[src/rtl/i2c_target.sv]
// I2C register target: 8 x 8-bit registers behind an auto-incrementing 3-bit pointer.
// SCL/SDA are synchronized and glitch-filtered; SDA is driven open-drain via sda_oe.
module i2c_target #(
    parameter logic [6:0] DEV_ADDR = 7'h50,
    parameter int          FILTER   = 3
) (
    input  logic       clk_p,
    input  logic       rst_n,
    input  logic       scl_i,
    input  logic       sda_i,
    output logic       sda_oe,
    input  logic [2:0] loc_addr,
    input  logic       loc_we,
    input  logic [7:0] loc_wdata,
    output logic [7:0] loc_rdata,
    output logic       bus_wr,
    output logic [2:0] bus_wr_addr,
    output logic       busy
);
    typedef enum logic [3:0] {
        IDLE, ADDR, ADDR_ACK, PTR, PTR_ACK,
        WDATA, WACK, RDATA, RACK, WAIT_STOP
    } state_t;

    localparam int            CW   = (FILTER > 1) ? $clog2(FILTER) : 1;
    localparam logic [CW-1:0] CMAX = CW'(FILTER - 1);

    logic [1:0]    r_scl_s, r_sda_s;
    logic [CW-1:0] r_scl_cnt, r_sda_cnt;
    logic          r_scl_f, r_sda_f, r_scl_q, r_sda_q;

    state_t     r_state, w_state_n;
    logic [2:0] r_bitcnt, w_bitcnt_n;
    logic [2:0] r_ptr, w_ptr_n;
    logic [7:0] r_shift, w_shift_n;
    logic       r_sda_oe, w_oe_n;
    logic       r_busy, w_busy_n;
    logic       r_bus_wr, w_bus_we;
    logic [2:0] r_bus_wr_addr;
    logic [7:0] r_loc_rdata;
    logic [7:0] r_regs [8];

    logic       w_scl_rise, w_scl_fall, w_start, w_stop;
    logic [7:0] w_byte, w_rd_byte;

    // A new level is accepted only after FILTER consecutive differing samples
    always_ff @(posedge clk_p or negedge rst_n) begin
        if (!rst_n) begin
            r_scl_s   <= 2'b11;
            r_sda_s   <= 2'b11;
            r_scl_cnt <= '0;
            r_sda_cnt <= '0;
            r_scl_f   <= 1'b1;
            r_sda_f   <= 1'b1;
            r_scl_q   <= 1'b1;
            r_sda_q   <= 1'b1;
        end else begin
            r_scl_s <= {r_scl_s[0], scl_i};
            r_sda_s <= {r_sda_s[0], sda_i};
            r_scl_q <= r_scl_f;
            r_sda_q <= r_sda_f;
            if (r_scl_s[1] == r_scl_f) begin
                r_scl_cnt <= '0;
            end else if (r_scl_cnt == CMAX) begin
                r_scl_f   <= r_scl_s[1];
                r_scl_cnt <= '0;
            end else begin
                r_scl_cnt <= r_scl_cnt + 1'b1;
            end
            if (r_sda_s[1] == r_sda_f) begin
                r_sda_cnt <= '0;
            end else if (r_sda_cnt == CMAX) begin
                r_sda_f   <= r_sda_s[1];
                r_sda_cnt <= '0;
            end else begin
                r_sda_cnt <= r_sda_cnt + 1'b1;
            end
        end
    end

    assign w_scl_rise = r_scl_f & ~r_scl_q;
    assign w_scl_fall = ~r_scl_f & r_scl_q;
    assign w_start    = r_scl_f & r_scl_q & r_sda_q & ~r_sda_f;
    assign w_stop     = r_scl_f & r_scl_q & ~r_sda_q & r_sda_f;
    assign w_byte     = {r_shift[6:0], r_sda_f};
    assign w_rd_byte  = r_regs[r_ptr];

    always_ff @(posedge clk_p or negedge rst_n) begin
        if (!rst_n) begin
            r_state       <= IDLE;
            r_bitcnt      <= '0;
            r_ptr         <= '0;
            r_shift       <= '0;
            r_sda_oe      <= 1'b0;
            r_busy        <= 1'b0;
            r_bus_wr      <= 1'b0;
            r_bus_wr_addr <= '0;
        end else begin
            r_state  <= w_state_n;
            r_bitcnt <= w_bitcnt_n;
            r_ptr    <= w_ptr_n;
            r_shift  <= w_shift_n;
            r_sda_oe <= w_oe_n;
            r_busy   <= w_busy_n;
            r_bus_wr <= w_bus_we;
            if (w_bus_we) r_bus_wr_addr <= r_ptr;
        end
    end

    always_comb begin
        w_state_n  = r_state;
        w_bitcnt_n = r_bitcnt;
        w_ptr_n    = r_ptr;
        w_shift_n  = r_shift;
        w_oe_n     = r_sda_oe;
        w_busy_n   = r_busy;
        w_bus_we   = 1'b0;
        if (w_stop) begin
            w_state_n = IDLE;
            w_oe_n    = 1'b0;
            w_busy_n  = 1'b0;
        end else if (w_start) begin
            w_state_n  = ADDR;
            w_bitcnt_n = '0;
            w_oe_n     = 1'b0;
        end else begin
            unique case (r_state)
                ADDR: if (w_scl_rise) begin
                    w_shift_n  = w_byte;
                    w_bitcnt_n = r_bitcnt + 3'd1;
                    if (r_bitcnt == 3'd7) begin
                        w_busy_n  = (w_byte[7:1] == DEV_ADDR);
                        w_state_n = (w_byte[7:1] == DEV_ADDR) ? ADDR_ACK : WAIT_STOP;
                    end
                end
                PTR: if (w_scl_rise) begin
                    w_shift_n  = w_byte;
                    w_bitcnt_n = r_bitcnt + 3'd1;
                    if (r_bitcnt == 3'd7) begin
                        w_ptr_n   = w_byte[2:0];
                        w_state_n = PTR_ACK;
                    end
                end
                WDATA: if (w_scl_rise) begin
                    w_shift_n  = w_byte;
                    w_bitcnt_n = r_bitcnt + 3'd1;
                    if (r_bitcnt == 3'd7) begin
                        w_bus_we  = 1'b1;
                        w_ptr_n   = r_ptr + 3'd1;
                        w_state_n = WACK;
                    end
                end
                // First fall drives the ACK, second fall releases and moves on
                ADDR_ACK, PTR_ACK, WACK: if (w_scl_fall) begin
                    w_oe_n = ~r_sda_oe;
                    if (r_sda_oe) begin
                        if (r_state != ADDR_ACK) begin
                            w_state_n = WDATA;
                        end else if (!r_shift[0]) begin
                            w_state_n = PTR;
                        end else begin
                            w_state_n = RDATA;
                            w_shift_n = w_rd_byte;
                            w_oe_n    = ~w_rd_byte[7];
                        end
                    end
                end
                RDATA: begin
                    if (w_scl_fall) begin
                        if (r_bitcnt == 3'd0) begin
                            w_shift_n = w_rd_byte;
                            w_oe_n    = ~w_rd_byte[7];
                        end else begin
                            w_shift_n = {r_shift[6:0], 1'b0};
                            w_oe_n    = ~r_shift[6];
                        end
                    end else if (w_scl_rise) begin
                        w_bitcnt_n = r_bitcnt + 3'd1;
                        if (r_bitcnt == 3'd7) w_state_n = RACK;
                    end
                end
                RACK: begin
                    if (w_scl_fall) begin
                        w_oe_n = 1'b0;
                    end else if (w_scl_rise) begin
                        w_ptr_n = r_ptr + 3'd1;
                        if (r_sda_f) begin
                            w_state_n = WAIT_STOP;
                            w_busy_n  = 1'b0;
                        end else begin
                            w_state_n = RDATA;
                        end
                    end
                end
                IDLE, WAIT_STOP: ;
                default: w_state_n = IDLE;
            endcase
        end
    end

    // A bus write to the same index overrides the local write
    always_ff @(posedge clk_p or negedge rst_n) begin
        if (!rst_n) begin
            for (int i = 0; i < 8; i++) r_regs[i] <= '0;
            r_loc_rdata <= '0;
        end else begin
            for (int i = 0; i < 8; i++) begin
                if (w_bus_we && r_ptr == 3'(i)) begin
                    r_regs[i] <= w_byte;
                end else if (loc_we && loc_addr == 3'(i)) begin
                    r_regs[i] <= loc_wdata;
                end
            end
            r_loc_rdata <= r_regs[loc_addr];
        end
    end

    assign sda_oe      = r_sda_oe;
    assign busy        = r_busy;
    assign bus_wr      = r_bus_wr;
    assign bus_wr_addr = r_bus_wr_addr;
    assign loc_rdata   = r_loc_rdata;

endmodule

[config.mk]
export PLATFORM = sky130hd
export DESIGN_NAME = i2c_target
export DESIGN_NICKNAME = d
export VERILOG_FILES = /design/src/rtl/i2c_target.sv
export SDC_FILE = /design/constraint.sdc
export NUM_CORES = 1
export LEC_CHECK = 0
export BUFFER_PORTS_ARGS = -buffer_cell sky130_fd_sc_hd__buf_2
export CORE_MARGIN = 2
export CORE_UTILIZATION = 25
export CTS_BUF_LIST = sky130_fd_sc_hd__clkbuf_8
export CTS_CLUSTER_DIAMETER = 60
export DETAILED_ROUTE_END_ITERATION = 10
export HOLD_SLACK_MARGIN = 0.15
export PLACE_DENSITY_LB_ADDON = 0.08
export SYNTH_ARGS = -nofsm -noshare
export SYNTH_HDL_FRONTEND = slang
export SYNTH_SLANG_ARGS = --single-unit
[constraint.sdc]
create_clock -name clk_p -period 6.25 [get_ports clk_p]
set_clock_uncertainty 0.15 [all_clocks]
set_input_delay 0.625 -clock clk_p [delete_from_list [all_inputs] [get_ports clk_p]]
set_output_delay 0.625 -clock clk_p [all_outputs]
set_load 0.1 [all_outputs]
Yosys cells after proc, flatten, opt, wreduce, memory -nomap -nowiden --
Cells that the tools add are included.
Operators by class: $lt $le $gt $ge 2, $add $sub $neg 4, equal/unequal tests 65, bitwise logic cells 20, reductions and logical operators 45, multiplexer cells 88
Operators with widths (count):
- $mux 8 | 20
- $mux 4 | 17
- $ne 4x4->1 const B | 15
- $mux 7 | 7
- $bmux 8 s3 | 2
- $mux 3 | 11
- $pmux 4 s7 | 1
- $eq 3x3->1 const B | 9
- $ne 2x2->1 const B | 11
- $mux 1 | 21
- $ne 3x3->1 const B | 7
- $pmux 7 s3 | 1
- $reduce_and 9->1 | 2
- $eq 4x3->1 const B | 4
- $logic_and 1x1->1 | 16
- $reduce_bool 2->1 | 8
- $reduce_and 14->1 | 1
- $eq 3x2->1 const B | 4
- $reduce_bool 3->1 | 4
- $not 1->1 | 11
- $logic_not 3->1 | 3
- $pmux 3 s3 | 1
- $eq 4x2->1 const B | 2
- $eq 4x4->1 const B | 2
- 25 further kinds | 44
Storage, ports and cells: output and inout bits 14, flip-flop bits (word level) 107, bits of input ports 16

Depth between registers and ports, before layout --
depth after elaboration 12, gate-level depth with buffers 9

Worst setup path after synthesis --
OpenSTA, ideal clock, no wires.
path type input-to-reg, start point in loc_addr[0], end point reg r_loc_rdata[0], in the netlist loc_rdata[0], library setup time 0.125 ns, path slack 4.084 ns, path buffers 2, arrival 1.891 ns, stages 4, data required time 5.975 ns, path through buf_2 > buf_2 > mux4_2 > mux2_2
Between the ends: longest elaborated chain between the ends 4
RTL lines:
- from (decl) | line 12 | input logic [2:0] loc_addr,
- $not 3->4 (not written as such) | line 214 | r_loc_rdata <= r_regs[loc_addr];
- $bmux 8 s3 | line 214
- $mux 8 (not written as such) (2 in series) | line 214
- to (signal assigned) | line 214
- to (decl) | line 40 | logic [7:0] r_loc_rdata;
No other way between the ends. The select of a mux whose other input is x is not followed. A chain may end at the register's enable or synchronous reset.

Worst setup path after layout --
start point reg r_state[2], end point reg r_regs[23] (netlist bit)
Between the ends: longest elaborated chain between the ends 6
RTL lines:
- from (decl) | line 32 | state_t r_state, w_state_n;
- from (signal assigned) | line 99 | r_state <= w_state_n;
- $eq 4x3->1 (*) | line 127 | unique case (r_state)
- $mux 1 (*) | line 127
- $mux 1 (*) | line 122 | end else if (w_start) begin
- $mux 1 (*) | line 118 | if (w_stop) begin
- $logic_and 1x1->1 (*) | line 208 | if (w_bus_we && r_ptr == 3'(i)) begin
- $mux 8 / $reduce_bool 2->1 (equally long branches)
- to (signal, indexed assignment) | line 209 | r_regs[i] <= w_byte;
- to (signal, indexed assignment) | line 211 | r_regs[i] <= loc_wdata;
- to (decl) | line 41 | logic [7:0] r_regs [8];
Every way passes the cells marked *; elsewhere a longest branch is shown, timed or not.

==> impl_results.md <==
- CTS tree: done
- # setup viols final: 0
- Status: finished, final reports clean
- CTS Buf Count: 9
- Layout cells sized above 1: 0.2120
- IO Count: 30
- Rows: slightly below 60
- Register area share after synthesis: 0.4214
- Reg-to-reg startpoint: r_state[2]
- Unrepaired setup endpoints after global routing: no
- Final Slew Violations: 0
- CP Data Required Time: approximately 6.4 ns
- WL/cell: a little over 20 um
- Final Routed Wirelength: a little under 20000 um
- FF-to-FF setup slack: about 3.1 ns
- Leak pwr: between 2 and 3 nW
- Commonest non-fill, non-tap cells in the layout: dfrtp_1, mux2i_1, nor2_1
- Dpl cells: about 910
- Residual DRC: 0
- First-pass GRT wire length: about 30000 um
- Data arrival, critical path: approximately 3.2 ns
- CP Max Fanout: 23
- Critical path's top delay family: simple AND/OR/NAND/NOR gates
- Core area: 25110 um^2
- # clock sinks: ~110
- Register area: between 2000 and 3000 um^2
- Antenna diode count: 0
- Post-CTS Resized: 0
- Switch share: 0.3937
- Vias in the first global route: ~4700
- Chip width: approximately 160 um
- Final Hold Fails: 0
- Worst Setup End Kind: register
- Clock share of power: 0.208
- Final TNS setup: 0 ns
- Post-Place Worst Slack: about 3.1 ns
- Peak VDD IR: 0.1515 mV
- Pint: between 1 and 1.5 mW
- R2R Path End: r_regs[23]
- Vias per cell: approximately 4.9
- P_sw: just over 900 uW
- Tcrit/Tclk final: 0.5031
- Number of port buffers: 29
- Comb power frac: 0.352
- Fillers: between 2000 and 3000
- Root Buffer: clkbuf_8
- Hold WS: approximately 0.19 ns
- Worst rel slew slack: 0.2369
- Flop pwr share: 0.439
- Library cells used by synthesis: 62
- Final cell count without fillers: between 900 and 1000
- WS Path Type: reg -> reg
- Clock transition at path regs: between 0.1 and 0.15 ns
- Setup Fix Bufs, Post-CTS: 0
- Reg2reg path depth: 5
- Layout Area Growth over Synthesis: 8.907%
- Layout Utilization: 0.2766
- Worst slew pin tran: 1.140 ns
- Area of the multi-input gates: between 3000 and 4000 um^2
- Total congestion overflow: 0
- Total Routing Usage GR: 0.1531
- Crit path largest cell delay: ~0.88 ns
- Mapped Cells: 603
- Largest net degree at the start of global routing: between 60 and 70
- Syn Nets: between 600 and 700
- Max Cap Viol: 0
- EDFF count, synth: 0
- Die height: 163.7 um
- Crit path max-delay cell type: dfrtp_1
- Fmax: roughly 320 MHz
- Worst skew pair latency: ~0.40 ns
- Final setup margin: 3.105 ns
- DRT iter0 DRCs: 249
- Nets: approximately 620
- Power Density: ~340 nW/um^2
- Die area: roughly 27000 um^2
- Yosys reg bits: roughly 110
- Primary FF master, synth: dfrtp_1
- CTS H-Tree Depth: 3
- Buf/Inv on CP: 0
- Syn_area_per_cell: roughly 11 um^2
- Final Critical Period: around 3.1 ns
- Pre-Repair DR Iteration Count: 5
- Synthesis Warnings: 0
- Tightest Hold Check Type: in -> async
- Antenna viol nets, final: 0
- Initial antenna violation count: 0
- Most common cell after layout, fill and taps aside: dfrtp_1
- Clock Tree Buf Depth: 2
- Via count: between 4000 and 5000
- HPWL after DPL: 12760 um
- Gpl congestion: ~0.74
- Fraction of registers with async set/reset: 1.000
- CP Launch Type: register
- Starting Density: 0.2540
- Critical-path cell list: and4bb_2 -> and3_1 -> nand3_1 -> nor2_1 -> a21oi_1
- Mapped Area: between 6000 and 7000 um^2
==> how the worst max path moves through the flow <==
stage / startpoint / end / cells after the start
2_1_floorplan: loc_addr[0] / loc_rdata[0] / 4
5_1_grt: r_state[2] / r_regs[17] / 5
3_3_place_gp: r_state[2] / r_regs[19] / 5
4_1_cts: r_state[2] / r_regs[17] / 5
3_5_place_dp: r_state[2] / r_regs[23] / 5
6_report: r_state[2] / r_regs[23] / 5
==> cell type report <==
| class | count | share of cell area |
|---|---|---|
| Sequential cell | 107 | 0.3870 |
| Timing Repair Buffer | 37 | 0.03063 |
| Multi-Input combinational cell | 427 | 0.4850 |
| Clock inverter | 5 | 0.009728 |
| Inverter | 12 | 0.006485 |
| Tap cell | 330 | 0.05945 |
| Clock buffer | 11 | 0.02180 |
==> what timing repair did <==
action,in CTS,in global routing
hold buffers,2,0
setup endpoints to repair,0,0
hold endpoints to repair,2,0
==> layer usage <==
layer,vias to the layer above,GRT usage,routed length [um],part of all wire
met1,2328,0.2056,8981,0.47
met2,81,0.2565,9438,0.49
met4,0,0.04187,279,0.014
met5,-,0,0,0
met3,16,0.02399,547,0.028
li1,2143,-,-,-
==> registers in the layout (all words and copies together) (netlist names) <==
signal,count
r_scl_cnt,2
r_scl_q,1
r_sda_f,1
r_sda_q,1
sda_oe,1
r_scl_f,1
bus_wr_addr,3
loc_rdata,8
r_sda_cnt,2
r_state,4
r_scl_s,2
r_regs,64
r_bitcnt,3
r_sda_s,2
bus_wr,1
r_ptr,3
busy,1
r_shift,7
==> stage by stage <==
stage	power, mW	instance area (um^2)
detailed placement	1.889	6706
CTS	2.396	6945
global placement	1.880	6706
finish	2.351	6945
global route	2.519	6945
floorplan	1.666	6377
==> cell usage after synthesis (12+ instances only) <==
library cell,count,area [um^2]
buf_2,17,85.08
inv_1,12,45.04
buf_1,12,45.04
clkbuf_1,17,63.81
mux4_2,32,720.7
dfrtp_1,99,2477
mux2_2,22,247.7
nand2_1,57,214.0
o21ai_0,30,150.1
nor2_1,62,232.7
mux2i_1,66,660.6
a21oi_1,54,270.3
==> power groups by stage <==
stage | clock network [mW] | registers (mW) | logic (mW)
global placement | 0 | 1.05 | 0.835
detailed placement | 0 | 1.05 | 0.842
finish | 0.490 | 1.03 | 0.829
CTS | 0.515 | 1.03 | 0.846
floorplan | 0 | 1.07 | 0.595
global route | 0.541 | 1.06 | 0.915
==> kinds of logic (layout without fill, tap and decap cells) <==
logic type	count (synthesis)	in the layout	synth area share
fa+ha+maj	9	9	0.01766
compound gates	114	114	0.1052
flops	107	107	0.4214
simple gates	177	177	0.1377
mux	121	121	0.2578
xor+xnor	6	6	0.008240
buf+inv	69	65	0.05199
No activity file was read; power rests on OpenSTA's default activity.
